`config.mk`:
```
export PLATFORM = sky130hd
export DESIGN_NAME = page_walker_flat
export DESIGN_NICKNAME = d
export VERILOG_FILES = /design/src/rtl/mmu_pkg.sv /design/src/rtl/page_walker_if.sv /design/src/rtl/rr_arbiter.sv /design/src/rtl/page_walker.sv /design/src/flat_wrapper.sv
export SDC_FILE = /design/constraint.sdc
export NUM_CORES = 1
export LEC_CHECK = 0
export CORE_MARGIN = 1.5
export CORE_UTILIZATION = 35
export DETAILED_ROUTE_END_ITERATION = 6
export DONT_BUFFER_PORTS = 1
export SLEW_MARGIN = 20
export SYNTH_ARGS = -nofsm -noshare
export SYNTH_HDL_FRONTEND = slang
export SYNTH_SLANG_ARGS = --single-unit
```
`constraint.sdc`:
```
create_clock -name clk -period 5.8 [get_ports clk]
set_clock_uncertainty 0.1 [all_clocks]
set_input_delay 0.58 -clock clk [delete_from_list [all_inputs] [get_ports clk]]
set_output_delay 0.58 -clock clk [all_outputs]
set_load 0.01 [all_outputs]
```
`src/rtl/mmu_pkg.sv`:
```
// MMU shared types: permission bits, walker state encoding and the
// Sv39/Sv48 PTE field positions used by the page walker.
package mmu_pkg;

  localparam int VPN_BITS  = 9;
  localparam int PAGE_BITS = 12;

  localparam int PTE_V   = 0;
  localparam int PTE_R   = 1;
  localparam int PTE_W   = 2;
  localparam int PTE_X   = 3;
  localparam int PPN_LSB = 10;
  localparam int PPN_MSB = 53;

  typedef logic [7:0] tlb_perm_bits;

  typedef enum logic [1:0] {
    PTW_IDLE  = 2'd0,
    PTW_FETCH = 2'd1,
    PTW_DONE  = 2'd2,
    PTW_DRAIN = 2'd3
  } ptw_state_t;

endpackage

```
`src/rtl/page_walker_if.sv`:
```
// Page walker bus: TLB miss ports, walk results, flush, root pointer
// and the D-cache physical read port. master = TLB/D-cache side.
interface page_walker_if
  import mmu_pkg::*;
#(
  parameter int NPORTS = 2
) ();

  logic [NPORTS-1:0]       req_valid;
  logic [NPORTS-1:0][63:0] req_addr;
  logic [NPORTS-1:0]       resp_valid;
  logic [63:0]             resp_addr;
  tlb_perm_bits            resp_perms;
  logic                    resp_fault;
  logic                    flush;
  logic                    use_dcache;
  logic [63:0]             dcache_req_addr;
  logic                    dcache_resp_valid;
  logic [63:0]             dcache_resp_data;
  logic [63:0]             root_pt_addr;

  modport master (
    output req_valid, req_addr, flush,
    output dcache_resp_valid, dcache_resp_data,
    output root_pt_addr,
    input  resp_valid, resp_addr, resp_perms,
    input  resp_fault, use_dcache, dcache_req_addr
  );

  modport slave (
    input  req_valid, req_addr, flush,
    input  dcache_resp_valid, dcache_resp_data,
    input  root_pt_addr,
    output resp_valid, resp_addr, resp_perms,
    output resp_fault, use_dcache, dcache_req_addr
  );

endinterface

```
`src/rtl/rr_arbiter.sv`:
```
// Combinational round-robin arbiter: one-hot grant to the first
// request at or after ptr, wrapping. Ports: req, ptr in; grant out.
module rr_arbiter #(
  parameter int N  = 2,
  parameter int PW = (N > 1) ? $clog2(N) : 1
) (
  input  logic [N-1:0]  req,
  input  logic [PW-1:0] ptr,
  output logic [N-1:0]  grant
);

  logic [N-1:0] mask;
  logic [N-1:0] upper;
  logic [N-1:0] pick;

  // Requests at or above ptr win; otherwise wrap to the lowest.
  assign mask  = ~((N'(1) << ptr) - N'(1));
  assign upper = req & mask;
  assign pick  = (|upper) ? upper : req;
  assign grant = pick & (~pick + N'(1));

endmodule

```
`src/rtl/page_walker.sv`:
```
// Sv39/Sv48 page-table walker for NPORTS TLB miss ports.
// Ports: clk, reset (async, active-high), bus (page_walker_if.slave).
module page_walker
  import mmu_pkg::*;
#(
  parameter int NPORTS = 2,
  parameter int LEVELS = 4
) (
  input logic          clk,
  input logic          reset,
  page_walker_if.slave bus
);

  localparam int VA_BITS = PAGE_BITS + VPN_BITS * LEVELS;
  localparam int PW = (NPORTS > 1) ? $clog2(NPORTS) : 1;

  localparam logic [1:0] IDLE  = PTW_IDLE;
  localparam logic [1:0] FETCH = PTW_FETCH;
  localparam logic [1:0] DONE  = PTW_DONE;
  localparam logic [1:0] DRAIN = PTW_DRAIN;

  logic [1:0]        state;
  logic [PW-1:0]     port;
  logic [PW-1:0]     rr_ptr;
  logic [PW-1:0]     gidx;
  logic [51:0]       vpage;
  logic [51:0]       pt;
  logic [1:0]        level;
  logic [63:0]       res_addr;
  tlb_perm_bits      res_perms;
  logic              res_fault;
  logic [NPORTS-1:0] grant;
  logic [63:0]       va_g;
  logic [63:0]       pte;
  logic [43:0]       ppn;
  logic [43:0]       ppn_mix;
  logic [8:0]        vpn_cur;
  logic              canon;
  logic              misal;
  logic              bad;
  logic              is_ptr;
  logic              lvl0;
  logic              walk_fault;
  logic              descend;
  logic              hit;
  logic              use_dc;
  logic              done_ok;
  logic              unused_bits;

  rr_arbiter #(.N(NPORTS), .PW(PW)) u_arb (
    .req   (bus.req_valid),
    .ptr   (rr_ptr),
    .grant (grant)
  );

  always_comb begin
    gidx = '0;
    for (int i = 0; i < NPORTS; i++)
      if (grant[i]) gidx = PW'(i);
  end

  assign va_g  = bus.req_addr[gidx];
  assign canon = (&va_g[63:VA_BITS-1])
               | ~(|va_g[63:VA_BITS-1]);

  assign pte     = bus.dcache_resp_data;
  assign ppn     = pte[PPN_MSB:PPN_LSB];
  assign vpn_cur = vpage[VPN_BITS*level +: VPN_BITS];

  // Decode classes are mutually exclusive by construction.
  assign bad    = ~pte[PTE_V] | (pte[PTE_W] & ~pte[PTE_R]);
  assign is_ptr = ~bad & ~pte[PTE_R]
                & ~pte[PTE_W] & ~pte[PTE_X];
  assign lvl0   = (level == 2'd0);

  assign walk_fault = bad | (is_ptr & lvl0)
                    | (~bad & ~is_ptr & misal);
  assign descend    = is_ptr & ~lvl0;
  assign hit        = ~bad & ~is_ptr & ~misal;

  // Superpage: low PPN fields must be zero and are filled from the VA.
  always_comb begin
    misal   = 1'b0;
    ppn_mix = ppn;
    for (int i = 0; i < LEVELS - 1; i++) begin
      if (i < int'(level)) begin
        misal = misal | (|ppn[i*VPN_BITS +: VPN_BITS]);
        ppn_mix[i*VPN_BITS +: VPN_BITS] =
          vpage[i*VPN_BITS +: VPN_BITS];
      end
    end
  end

  always_ff @(posedge clk or posedge reset) begin
    if (reset) begin
      state     <= IDLE;
      port      <= '0;
      rr_ptr    <= '0;
      vpage     <= '0;
      pt        <= '0;
      level     <= '0;
      res_addr  <= '0;
      res_perms <= '0;
      res_fault <= 1'b0;
    end else if (bus.flush) begin
      // A D-cache read in flight must complete before release.
      unique case (state)
        FETCH, DRAIN:
          state <= bus.dcache_resp_valid ? IDLE : DRAIN;
        default: state <= IDLE;
      endcase
    end else begin
      unique case (state)
        IDLE: if (|bus.req_valid) begin
          port   <= gidx;
          vpage  <= va_g[63:12];
          level  <= 2'(LEVELS - 1);
          pt     <= bus.root_pt_addr[63:12];
          rr_ptr <= (gidx == PW'(NPORTS - 1))
                  ? '0 : gidx + 1'b1;
          if (!canon) begin
            res_addr  <= '0;
            res_perms <= '0;
            res_fault <= 1'b1;
            state     <= DONE;
          end else begin
            state <= FETCH;
          end
        end
        FETCH: if (bus.dcache_resp_valid) begin
          unique case (1'b1)
            walk_fault: begin
              res_addr  <= '0;
              res_perms <= '0;
              res_fault <= 1'b1;
              state     <= DONE;
            end
            descend: begin
              pt    <= {8'b0, ppn};
              level <= level - 1'b1;
            end
            hit: begin
              res_addr  <= {8'b0, ppn_mix, 12'b0};
              res_perms <= pte[7:0];
              res_fault <= 1'b0;
              state     <= DONE;
            end
          endcase
        end
        DONE: state <= IDLE;
        DRAIN: if (bus.dcache_resp_valid) state <= IDLE;
      endcase
    end
  end

  assign use_dc = (state == FETCH) | (state == DRAIN);
  assign bus.use_dcache = use_dc;
  assign bus.dcache_req_addr =
    use_dc ? {pt, vpn_cur, 3'b000} : '0;

  // Stale results (port dropped or re-targeted) are discarded.
  assign done_ok = (state == DONE) & ~bus.flush
                 & bus.req_valid[port]
                 & (bus.req_addr[port][63:12] == vpage);

  always_comb begin
    bus.resp_valid = '0;
    for (int i = 0; i < NPORTS; i++)
      bus.resp_valid[i] = done_ok & (port == PW'(i));
  end

  assign bus.resp_addr  = done_ok ? res_addr : '0;
  assign bus.resp_perms = done_ok ? res_perms : '0;
  assign bus.resp_fault = done_ok & res_fault;

  assign unused_bits = ^{pte[63:54], pte[9:8],
                         bus.root_pt_addr[11:0], va_g[11:0]};

endmodule
```
`src/flat_wrapper.sv`:
```
// flat-port wrapper written by rule: the top's interface ports become plain ports
module page_walker_flat import mmu_pkg::*;
#(
  parameter int NPORTS = 2,
  parameter int LEVELS = 4
)
  (clk, reset, bus_req_valid, bus_req_addr, bus_flush, bus_dcache_resp_valid, bus_dcache_resp_data, bus_root_pt_addr, bus_resp_valid, bus_resp_addr, bus_resp_perms, bus_resp_fault, bus_use_dcache, bus_dcache_req_addr);
  page_walker_if #(.NPORTS(NPORTS)) bus_i ();
  input logic clk;
  input logic reset;
  input wire logic [$bits(bus_i.req_valid)-1:0] bus_req_valid;
  input wire logic [$bits(bus_i.req_addr)-1:0] bus_req_addr;
  input wire logic [$bits(bus_i.flush)-1:0] bus_flush;
  input wire logic [$bits(bus_i.dcache_resp_valid)-1:0] bus_dcache_resp_valid;
  input wire logic [$bits(bus_i.dcache_resp_data)-1:0] bus_dcache_resp_data;
  input wire logic [$bits(bus_i.root_pt_addr)-1:0] bus_root_pt_addr;
  output wire logic [$bits(bus_i.resp_valid)-1:0] bus_resp_valid;
  output wire logic [$bits(bus_i.resp_addr)-1:0] bus_resp_addr;
  output wire logic [$bits(bus_i.resp_perms)-1:0] bus_resp_perms;
  output wire logic [$bits(bus_i.resp_fault)-1:0] bus_resp_fault;
  output wire logic [$bits(bus_i.use_dcache)-1:0] bus_use_dcache;
  output wire logic [$bits(bus_i.dcache_req_addr)-1:0] bus_dcache_req_addr;
  assign bus_i.req_valid = bus_req_valid;
  assign bus_i.req_addr = bus_req_addr;
  assign bus_i.flush = bus_flush;
  assign bus_i.dcache_resp_valid = bus_dcache_resp_valid;
  assign bus_i.dcache_resp_data = bus_dcache_resp_data;
  assign bus_i.root_pt_addr = bus_root_pt_addr;
  assign bus_resp_valid = bus_i.resp_valid;
  assign bus_resp_addr = bus_i.resp_addr;
  assign bus_resp_perms = bus_i.resp_perms;
  assign bus_resp_fault = bus_i.resp_fault;
  assign bus_use_dcache = bus_i.use_dcache;
  assign bus_dcache_req_addr = bus_i.dcache_req_addr;
  page_walker #(.NPORTS(NPORTS), .LEVELS(LEVELS)) u_core (.clk(clk), .reset(reset), .bus(bus_i));
endmodule
```
==> metrics.cfg <==
[run_status]
outcome = complete, no violations

[pwr]
power.density_nw_per_um2 = 294
ir_drop_v = 0.000157
p_leak_nw = 4.92

[setup_path]
rr_worst_depth = 7
worst_ep_required_time_ps = 5120
r2r_slack_ps = 2220
regToRegEndpoint = u_core.res_addr[21]$_DFFE_PP0P_
crit_path_start_kind = flip-flop
worstReg2RegStart = u_core.level[0]$_DFFE_PP0P_
path_class = flip-flop to output pin
critPathMaxFanout = 55
end_kind = output pin
worstPathArrival_ps = 3860

[placed_design]
gp_congestion = 0.826
io_buffers = 0
pre_cts_ws_ps = 1670
hpwl_um = 24500
placed_area_um2 = 10300

[layout]
final_util_pct = 38.7
layout_common_cells = dfrtp_1 (161), mux2i_1 (123), nand2_1 (123)
finalNetCount = 1308
diodes = 0
design_area_um2 = 10900
final_common_cell = dfrtp_1
area_delta_synth_final_pct = 7.79
drive_above_1_share_pct = 8.81

[grt]
grt_max_degree = 115
grt_pass1_vias = 8007
track_usage_pct = 22.4
grt_pass1_wl_um = 50900
gr-total-overflow = 0
grt_antenna_before_repair = 1

[floorplan]
die_area_um2 = 29800
rows = 61
core_area_um2 = 28100
initial_core_util_pct = 35.9
die_y_um = 173
io_pins = 402
die_w_um = 173

[synth]
synth_area_um2 = 10100
ys_seq_elements = 163
yosysUniqueCellTypes = 49
seq_area_frac_synth_pct = 40.5
async_reset_ff_share_pct = 100
netlist_instances = 1098
ys_warn_count = 0
synth-edff-count = 0
syn_area_per_cell_um2 = 9.18
synth_ff_type = dfrtp_1

[routing]
via_count = 8025
antenna_left = 0
avgRoutedWirePerCell_um = 23.6
dr.pass1.iters = 5
drt_iter0_markers = 531
drcViolationCount = 0
wl_um = 33800
viasPerCell = 5.60

[timing]
tightest_slew_ps = 948
maxSlewHeadroom_pct = 36.0
layout_min_cycle_time_ps = 4540
rsz0062_at_grt = false
setup_tns_ps = 0
finalMaxSlewViolations = 0
final.setup.worst_slack_ps = 1260
post-route-period-util_pct = 78.2
finalHoldViolCount = 0
clock.fmax_mhz = 220
setup_violations = 0

[cts]
clk_pin_slew_ps = 70
numCtsBuffers = 17
post_cts_resized = 0
worst_skew_pair.late_latency_ps = 420
htree_levels = 4
cts_root_buffer = clkbuf_16
cts_sinks = 163
cts_tree = built
postCtsSetupRepairBufs = 0
clockBufferDepth = 2
holdBufCountCts = 0

[run]
cap_violations = 0

[min_path]
hold_path.class = primary input to asynchronous set/reset pin

==> area by class of cell <==
type,count,area (µm²)
clock buffers,19,443
clock inverters,13,150
well taps,378,473
fillers,2860,17200
inverters,6,27.5
repair buffers,14,109
flip-flops and latches,163,4080
multi-input cells,841,5580
==> through the flow <==
step | hold slack [ps] | power, mW | instances
after floorplan | 349 | 1.88 | 1120
after global placement | 359 | 2.03 | 1402
after detailed placement | 366 | 2.05 | 1402
after CTS | 29.4 | 3.24 | 1434
after global routing | 42.7 | 3.37 | 1434
final | 16.6 | 3.20 | 1434
==> synthesized netlist by cell type, drive strengths merged (4+ instances only) <==
master / number / area share [%]
a21oi: 65 / 3.2
nor3: 8 / 0.40
a22o: 8 / 0.70
o21ai: 30 / 1.5
and3: 72 / 4.5
nand2: 124 / 4.6
mux4: 9 / 2.0
nand3: 4 / 0.20
clkbuf: 73 / 2.8
nand4: 10 / 0.62
inv: 6 / 0.22
nor2: 111 / 4.2
mux2: 29 / 3.2
dfrtp: 163 / 40
o31ai: 8 / 0.60
a31oi: 47 / 2.9
mux2i: 123 / 12
xnor2: 39 / 3.4
and2: 62 / 3.8
o41ai: 18 / 1.6
nor4: 24 / 1.8
buf: 37 / 2.5
==> cells by family after synthesis <==
kind of cell	after synthesis	synth area share, %
mux	161	17.5
compound gates	188	11.7
buf+inv	116	5.55
simple gates	424	20.8
flops	163	40.5
other cells	1	0.0372
xor+xnor	42	3.65
fa+ha+maj	3	0.372
==> metal layers <==
layer | vias to the layer above | global-route usage, % | share of wire [%]
met5 | - | 0 | 0
met4 | 0 | 7.68 | 2.7
met3 | 36 | 7.12 | 8.8
met2 | 370 | 35.5 | 46
met1 | 3873 | 28.7 | 43
li1 | 3746 | - | -
==> worst max-delay path: stages, from the launching register on <==
cell and delay (ps):
dfrtp_2 810, buf_4 420, mux2i_1 300, xnor2_1 90, nor4_1 370, nand4_1 270
nor4_4 290, buf_4 450, and3_1 330
==> state kept, by name, summed over array words and instances, names as in the netlist <==
name              flops
u_core.res_perms      8
u_core.res_fault      1
u_core.level          2
u_core.port           1
u_core.rr_ptr         1
u_core.pt            52
u_core.state          2
u_core.vpage         52
u_core.res_addr      44
==> report_power, final <==
group          switching [mW]  total [mW]  internal [mW]
clock                   0.522        1.18          0.655
combinational           0.316       0.593          0.277
sequential              0.163        1.43           1.27
==> how the worst max path moves through the flow <==
stage,to,cells past startpoint,slack (ps),from
after detailed placement,bus_resp_addr[16],8,1670,u_core.port$_DFFE_PP0P_
after CTS,bus_resp_addr[16],8,1220,u_core.port$_DFFE_PP0P_
after global routing,bus_resp_valid[0],8,1010,u_core.port$_DFFE_PP0P_
after global placement,bus_resp_addr[14],8,1700,u_core.port$_DFFE_PP0P_
after floorplan,u_core.level[0]$_DFFE_PP0P_,1,720,reset
final,bus_resp_addr[33],8,1260,u_core.port$_DFFE_PP0P_
Note: power is estimated with default switching activity, not from simulation.
